**config.mk**
```make
export PLATFORM = sky130hd
export DESIGN_NAME = pipeline_hazard_ctrl
export DESIGN_NICKNAME = d
export VERILOG_FILES = /design/src/rtl/pipe_ctrl_pkg.sv /design/src/rtl/load_use_detect.sv /design/src/rtl/pipeline_hazard_ctrl.sv
export SDC_FILE = /design/constraint.sdc
export NUM_CORES = 1
export LEC_CHECK = 0
export CAP_MARGIN = 40
export CORE_MARGIN = 2
export CORE_UTILIZATION = 40
export DETAILED_ROUTE_END_ITERATION = 16
export PLACE_DENSITY = 0.76
export SLEW_MARGIN = 15
export SYNTH_ARGS = -nofsm -noshare
export SYNTH_HDL_FRONTEND = slang
export SYNTH_HIERARCHICAL = 1
export SYNTH_SLANG_ARGS = --single-unit
```
**constraint.sdc**
```tcl
create_clock -name clk -period 4.6 [get_ports clk]
set_clock_uncertainty 0.05 [all_clocks]
set_input_delay 1.15 -clock clk [delete_from_list [all_inputs] [get_ports clk]]
set_output_delay 1.15 -clock clk [all_outputs]
set_load 0.03 [all_outputs]
```
**src/rtl/pipe_ctrl_pkg.sv**
```systemverilog
// Shared types for the pipeline hazard controller.
//   pipe_ctrl_state_e : sequencer state (RUN, DWAIT, FAULT)
//   stage_ctrl_t      : enable/flush pair for a flow register that can take a bubble
package pipe_ctrl_pkg;

  typedef enum logic [1:0] {
    RUN   = 2'b00,
    DWAIT = 2'b01,
    FAULT = 2'b10
  } pipe_ctrl_state_e;

  typedef struct packed {
    logic en;
    logic flush;
  } stage_ctrl_t;

  localparam stage_ctrl_t StageRun    = '{en: 1'b1, flush: 1'b0};
  localparam stage_ctrl_t StageHold   = '{en: 1'b0, flush: 1'b0};
  localparam stage_ctrl_t StageBubble = '{en: 1'b1, flush: 1'b1};

endpackage

```
**src/rtl/load_use_detect.sv**
```systemverilog
// Load-use hazard comparator (purely combinational).
// Ports:
//   id_rs1, id_rs2           ID source register indices
//   id_uses_rs1, id_uses_rs2 ID instruction actually reads the source
//   ex_rd                    EX destination register
//   ex_mem_read              EX instruction is a load
//   lu                       ID must wait one cycle for the load result
module load_use_detect #(
  parameter int unsigned REG_ADDR_W = 5
) (
  input  logic [REG_ADDR_W-1:0] id_rs1,
  input  logic [REG_ADDR_W-1:0] id_rs2,
  input  logic                  id_uses_rs1,
  input  logic                  id_uses_rs2,
  input  logic [REG_ADDR_W-1:0] ex_rd,
  input  logic                  ex_mem_read,
  output logic                  lu
);

  // x0 is hardwired zero, so a load to it never creates a dependency.
  assign lu = ex_mem_read && (ex_rd != '0) &&
              ((id_uses_rs1 && (id_rs1 == ex_rd)) || (id_uses_rs2 && (id_rs2 == ex_rd)));

endmodule

```
**src/rtl/pipeline_hazard_ctrl.sv**
```systemverilog
// Central stall/flush sequencer for the 5-stage pipeline.
// Ports:
//   clk, rst_n                 clock (rising edge), async active-low reset
//   id_*, ex_rd, ex_mem_read   operands for load-use detection
//   ex_redirect                EX resolved a taken branch/jump
//   imem_ready                 fetch data valid this cycle
//   dmem_req, dmem_ready       MEM-stage access and its completion
//   pc_en, *_en, *_flush       stage controls, combinational from state + inputs
//   fault                      sticky data-memory timeout
//   state_o                    current sequencer state
// Optional: define PIPE_PERF_CNT_EN to add saturating perf counters
//   perf_stall_cyc, perf_flush_cnt, perf_dwait_cyc (CNT_W bits each).
module pipeline_hazard_ctrl
  import pipe_ctrl_pkg::*;
#(
  parameter int unsigned REG_ADDR_W  = 5,
  parameter int unsigned MEM_TIMEOUT = 255,
  parameter int unsigned CNT_W       = 32
) (
  input  logic                  clk,
  input  logic                  rst_n,
  input  logic [REG_ADDR_W-1:0] id_rs1,
  input  logic [REG_ADDR_W-1:0] id_rs2,
  input  logic                  id_uses_rs1,
  input  logic                  id_uses_rs2,
  input  logic [REG_ADDR_W-1:0] ex_rd,
  input  logic                  ex_mem_read,
  input  logic                  ex_redirect,
  input  logic                  imem_ready,
  input  logic                  dmem_req,
  input  logic                  dmem_ready,
  output logic                  pc_en,
  output logic                  if_id_en,
  output logic                  if_id_flush,
  output logic                  id_ex_en,
  output logic                  id_ex_flush,
  output logic                  ex_mem_en,
  output logic                  mem_wb_en,
  output logic                  fault,
  output logic [1:0]            state_o
`ifdef PIPE_PERF_CNT_EN
  ,
  output logic [CNT_W-1:0]      perf_stall_cyc,
  output logic [CNT_W-1:0]      perf_flush_cnt,
  output logic [CNT_W-1:0]      perf_dwait_cyc
`endif
);

  localparam int unsigned WaitW = (MEM_TIMEOUT == 0) ? 1 : $clog2(MEM_TIMEOUT + 1);
  localparam bit TimeoutEn = (MEM_TIMEOUT != 0);
  localparam logic [WaitW-1:0] WaitLimit = WaitW'(MEM_TIMEOUT);
  localparam logic [WaitW-1:0] WaitMax   = {WaitW{1'b1}};

  pipe_ctrl_state_e state_q, state_d;
  logic [WaitW-1:0] wait_cnt_q, wait_cnt_d;

  logic lu;
  logic active;
  logic freeze;
  logic run_eval;

  logic        pc_en_c;
  stage_ctrl_t if_id_c;
  stage_ctrl_t id_ex_c;
  logic        ex_mem_en_c;
  logic        mem_wb_en_c;

  load_use_detect #(
    .REG_ADDR_W(REG_ADDR_W)
  ) u_load_use_detect (
    .id_rs1      (id_rs1),
    .id_rs2      (id_rs2),
    .id_uses_rs1 (id_uses_rs1),
    .id_uses_rs2 (id_uses_rs2),
    .ex_rd       (ex_rd),
    .ex_mem_read (ex_mem_read),
    .lu          (lu)
  );

  assign active   = (state_q == RUN) || (state_q == DWAIT);
  // Once in DWAIT the access is already outstanding, so dmem_req no longer matters.
  assign freeze   = active && !dmem_ready && (dmem_req || (state_q == DWAIT));
  // On the DWAIT release cycle the normal RUN priorities apply, which lets a
  // redirect held in the frozen EX stage take effect immediately.
  assign run_eval = active && !freeze;

  always_comb begin
    pc_en_c     = 1'b0;
    if_id_c     = StageHold;
    id_ex_c     = StageHold;
    ex_mem_en_c = 1'b0;
    mem_wb_en_c = 1'b0;

    if (run_eval) begin
      pc_en_c     = 1'b1;
      if_id_c     = StageRun;
      id_ex_c     = StageRun;
      ex_mem_en_c = 1'b1;
      mem_wb_en_c = 1'b1;
      if (ex_redirect) begin
        if_id_c = StageBubble;
        id_ex_c = StageBubble;
      end else if (lu) begin
        pc_en_c = 1'b0;
        if_id_c = StageHold;
        id_ex_c = StageBubble;
      end else if (!imem_ready) begin
        pc_en_c = 1'b0;
        if_id_c = StageBubble;
      end
    end
  end

  always_comb begin
    state_d    = state_q;
    wait_cnt_d = wait_cnt_q;
    case (state_q)
      RUN, DWAIT: begin
        if (freeze) begin
          if (state_q == RUN) begin
            state_d    = DWAIT;
            wait_cnt_d = WaitW'(1);
          end else if (TimeoutEn && (wait_cnt_q == WaitLimit)) begin
            state_d = FAULT;
          end else if (wait_cnt_q != WaitMax) begin
            wait_cnt_d = wait_cnt_q + 1'b1;
          end
        end else begin
          state_d    = RUN;
          wait_cnt_d = '0;
        end
      end
      FAULT:   state_d = FAULT;
      default: state_d = FAULT;
    endcase
  end

  always_ff @(posedge clk or negedge rst_n) begin
    if (!rst_n) begin
      state_q    <= RUN;
      wait_cnt_q <= '0;
    end else begin
      state_q    <= state_d;
      wait_cnt_q <= wait_cnt_d;
    end
  end

  // Gate with rst_n so controls drop immediately on reset, without a clock edge.
  assign pc_en       = rst_n & pc_en_c;
  assign if_id_en    = rst_n & if_id_c.en;
  assign if_id_flush = rst_n & if_id_c.flush;
  assign id_ex_en    = rst_n & id_ex_c.en;
  assign id_ex_flush = rst_n & id_ex_c.flush;
  assign ex_mem_en   = rst_n & ex_mem_en_c;
  assign mem_wb_en   = rst_n & mem_wb_en_c;
  assign fault       = (state_q == FAULT);
  assign state_o     = state_q;

`ifdef PIPE_PERF_CNT_EN
  logic stall_act;
  logic redirect_act;

  assign redirect_act = run_eval && ex_redirect;
  assign stall_act    = run_eval && !ex_redirect && (lu || !imem_ready);

  always_ff @(posedge clk or negedge rst_n) begin
    if (!rst_n) begin
      perf_stall_cyc <= '0;
      perf_flush_cnt <= '0;
      perf_dwait_cyc <= '0;
    end else begin
      if (stall_act && (perf_stall_cyc != {CNT_W{1'b1}})) begin
        perf_stall_cyc <= perf_stall_cyc + 1'b1;
      end
      if (redirect_act && (perf_flush_cnt != {CNT_W{1'b1}})) begin
        perf_flush_cnt <= perf_flush_cnt + 1'b1;
      end
      if (freeze && (perf_dwait_cyc != {CNT_W{1'b1}})) begin
        perf_dwait_cyc <= perf_dwait_cyc + 1'b1;
      end
    end
  end
`endif

endmodule

```
==> results.json <==
{
  "irDropWorstVdd_mv": 0.178,
  "crit_required_ns": 3.40,
  "cp-end-kind": "primary output",
  "clk_pin_slew_worst_paths_ns": 0.07,
  "cp_max_fo": 3,
  "setup_viol": 0,
  "kind_of_start_point_of_the_critical_path": "input port",
  "power.share.switching_pct": 27.3,
  "number_of_global_route_vias_before_repair": 734,
  "die_h_um": 48.6,
  "p_comb_share_pct": 27.4,
  "routed_wl_um": 1930,
  "antenna-diode-count": 0,
  "rsz0062_at_grt": "no",
  "grtUsageMet3_pct": 3.09,
  "post-place-cells": 145,
  "crit_slowest_cell": "sky130_fd_sc_hd__clkdlybuf4s50_1",
  "synthMuxAreaShare_pct": 2.52,
  "worst_r2r_startpoint": "state_o[1]",
  "finalCriticalPeriod_ns": 4.39,
  "parity_gate_share_of_the_synthesized_area_counting_xor_and_xnor_cells_pct": 11.0,
  "min_delay_worst_endpoint": "wait_cnt_q[6]",
  "avgRoutedWirePerCell_um": 13.0,
  "synth_compound_area_share_pct": 22.2,
  "cp_slowest_stage_delay_ns": 0.48,
  "design.core.area_sq_um": 1920,
  "antenna_found_initial": 0,
  "timing.critical_path.arrival_ns": 3.19,
  "via_count": 782,
  "hold_path_startpoint": "wait_cnt_q[6]",
  "sequentialPowerShare_pct": 38.9,
  "worstHoldPathCells": 1,
  "clockBufferDepth": 2,
  "grt_first_pass_wirelength_um": 3250,
  "max_slew.worst_pin.slew_ns": 0.686,
  "worstHoldPathType": "flop to flop",
  "cts_inserted_buffers": 3,
  "critical_path_class": "input port to primary output",
  "postSynthNetCount": 112,
  "n_fill_cell": 167,
  "clock_insertion_delay_worst_skew_ns": 0.27,
  "synth_warnings": 6,
  "grt_busiest_layer": "met2",
  "final_layout_size_suffix_gt1_share_pct": 12.3,
  "tritoncts": "built",
  "power.static_leakage_nw": 0.545,
  "status": "finished clean",
  "gr-usage-met1_pct": 23.4,
  "synth_top_family_by_area": "simple AND/OR/NAND/NOR gates",
  "cells_on_worst_reg2reg_path": 3,
  "netSwitchingPower_w": 0.0000648,
  "worst_r2r_endpoint": "wait_cnt_q[7]",
  "viasPerCell": 5.25,
  "route.antenna.remaining_nets": 0,
  "final_cells": 149,
  "layout.cells.most_common_list": "29 x sky130_fd_sc_hd__clkdlybuf4s50_1, 10 x sky130_fd_sc_hd__dfrtp_1, 8 x sky130_fd_sc_hd__xor2_1",
  "cts_htree_levels": 1,
  "finish.net_count": 148,
  "gp_congestion": 0.819,
  "dpl.hpwl_um": 1550,
  "period_share_pct": 95.4,
  "timing.fmax_mhz": 228,
  "met2_usage_pct": 26.9,
  "clkPwrFrac_pct": 33.7,
  "clock_sinks": 10,
  "final_hold_viol_count": 0,
  "area_growth_syn_to_layout_pct": 48.6,
  "cell_internal_pwr_w": 0.000172,
  "yosys.area_share.adder_pct": 1.57,
  "synth_cell_area_sq_um": 796,
  "worstPathCellList": "clkdlybuf4s50_1, xor2_1, nor4_2, nand3_1, a21oi_1, inv_1, o21ai_0, nor2_1, dlygate4sd2_1",
  "drt_first_pass_iters": 4,
  "max_slew_headroom_pct": 54.0,
  "dr.first_iter.drc_count": 22,
  "floorplan.die.width_um": 48.6,
  "core.rowCount": 16,
  "grt_start_max_net_pins": 14,
  "floorplan.die_area_sq_um": 2360,
  "initial_core_util_pct": 41.4,
  "layout_commonest_cell": "sky130_fd_sc_hd__clkdlybuf4s50_1",
  "power_density_nw_per_um2": 200,
  "synth.ff_latch_count": 10,
  "timing.max_cap.violations": 0,
  "synth_seq_area_share_pct": 31.4,
  "synthDistinctLibCells": 37,
  "postSynthCellCount": 87,
  "timing.reg2reg.setup_slack_ns": 2.90,
  "drc": 0,
  "totalPowerFinal_w": 0.000237,
  "grtUsageTotal_pct": 17.4,
  "globalRoute.totalOverflow": 0,
  "synthSimpleGateAreaFrac_pct": 25.0,
  "numPortBuffers": 33,
  "pins_over_their_slew_limit": 0,
  "design.portCount": 34,
  "syn_avg_cell_area_sq_um": 9.15,
  "clock-root-buffer": "sky130_fd_sc_hd__clkbuf_4"
}
synthesized netlist by cell type:
cell / instances / area (sq um)
sky130_fd_sc_hd__o21ai_1: 1 / 5.00
sky130_fd_sc_hd__buf_2: 1 / 5.00
sky130_fd_sc_hd__and3_1: 2 / 12.5
sky130_fd_sc_hd__a32oi_1: 1 / 8.76
sky130_fd_sc_hd__a21o_2: 1 / 8.76
sky130_fd_sc_hd__mux2i_1: 2 / 20.0
sky130_fd_sc_hd__a211oi_1: 1 / 7.51
sky130_fd_sc_hd__nand4_4: 1 / 21.3
sky130_fd_sc_hd__o21ai_0: 5 / 25.0
sky130_fd_sc_hd__and3_2: 2 / 15.0
sky130_fd_sc_hd__nand3_1: 4 / 20.0
sky130_fd_sc_hd__nand2_1: 5 / 18.8
sky130_fd_sc_hd__xnor2_1: 2 / 17.5
sky130_fd_sc_hd__o22a_1: 1 / 8.76
sky130_fd_sc_hd__or4_1: 1 / 7.51
sky130_fd_sc_hd__nor2_8: 1 / 20.0
sky130_fd_sc_hd__nor3b_2: 1 / 12.5
sky130_fd_sc_hd__nand4b_1: 1 / 8.76
sky130_fd_sc_hd__dfrtp_1: 10 / 250
sky130_fd_sc_hd__buf_4: 2 / 15.0
sky130_fd_sc_hd__o211ai_1: 1 / 7.51
sky130_fd_sc_hd__a41oi_1: 2 / 17.5
sky130_fd_sc_hd__or2b_1: 1 / 7.51
sky130_fd_sc_hd__nor4_2: 1 / 12.5
sky130_fd_sc_hd__o21bai_1: 2 / 15.0
sky130_fd_sc_hd__o2bb2ai_1: 1 / 8.76
sky130_fd_sc_hd__nor2_1: 7 / 26.3
sky130_fd_sc_hd__ha_1: 1 / 12.5
sky130_fd_sc_hd__inv_1: 5 / 18.8
sky130_fd_sc_hd__nor4_1: 1 / 6.26
sky130_fd_sc_hd__a21boi_0: 1 / 7.51
sky130_fd_sc_hd__o31a_1: 1 / 8.76
sky130_fd_sc_hd__buf_6: 1 / 11.3
sky130_fd_sc_hd__a21oi_1: 7 / 35.0
sky130_fd_sc_hd__o31ai_2: 1 / 12.5
sky130_fd_sc_hd__nand3_2: 1 / 10.0
sky130_fd_sc_hd__xor2_1: 8 / 70.1
metal layers:
layer | wire length (um) | part of all wire (%)
met5 | 0 | 0
met4 | 14 | 0.72
met3 | 109 | 5.6
met2 | 903 | 47
met1 | 904 | 47
worst max-delay path by stage:
stage,startpoint,end,slack [ns]
finish,ex_rd[0],pc_en,0.21
global route,ex_rd[0],pc_en,0.07
CTS,ex_rd[0],if_id_en,0.02
detailed placement,ex_rd[0],pc_en,-0.005
global placement,ex_rd[0],pc_en,0.01
floorplan,ex_rd[0],id_ex_flush,0.87
per-stage QoR:
stage                     util, %  hold slack (ns)  worst slack (ns)  TNS [ns]  instance area (sq um)
final                        61.5            0.517             0.210         0                   1180
after global routing         61.5            0.547            0.0709         0                   1180
after CTS                    61.3            0.516            0.0169         0                   1180
after detailed placement     59.5            0.500          -0.00514  -0.00514                   1140
after global placement       59.5            0.495            0.0116         0                   1140
after floorplan                 -            0.459             0.867         0                    796
sequential cells by signal, indices dropped and copies added, names as in the netlist:
signal      cells
wait_cnt_q      8
state_o         2
cell type report:
class,instances,area (sq um),share of cell area (%)
multi-input cells,68,495,41.9
clock buffers,4,36.3,3.07
inverters,5,18.8,1.59
flip-flops and latches,10,250,21.2
repair buffers,35,348,29.4
well taps,27,33.8,2.86
logic make-up after synthesis:
logic type / count (synthesis)
compound gates: 26
xor+xnor: 10
fa+ha+maj: 1
buf+inv: 9
flops: 10
mux: 2
simple gates: 29
critical path: cells and delay by family:
kind | cells | cell delay [ns]
simple gates | 3 | 0.50
compound gates | 2 | 0.43
xor+xnor | 1 | 0.20
buf+inv | 3 | 0.90
power by group through the flow:
stage	logic, W	clock network, W	registers [W]
detailed placement	0.0000661	0	0.0000938
finish	0.0000649	0.0000799	0.0000922
global route	0.0000689	0.0000871	0.0000924
floorplan	0.0000287	0	0.0000944
global placement	0.0000650	0	0.0000936
CTS	0.0000653	0.0000826	0.0000921
repair_timing:
action,in CTS,in global routing
setup endpoints to repair,2,2
buffers inserted,0,0
resized for setup,2,2
hold buffers,0,0
Note: power is estimated with default switching activity, not from simulation.
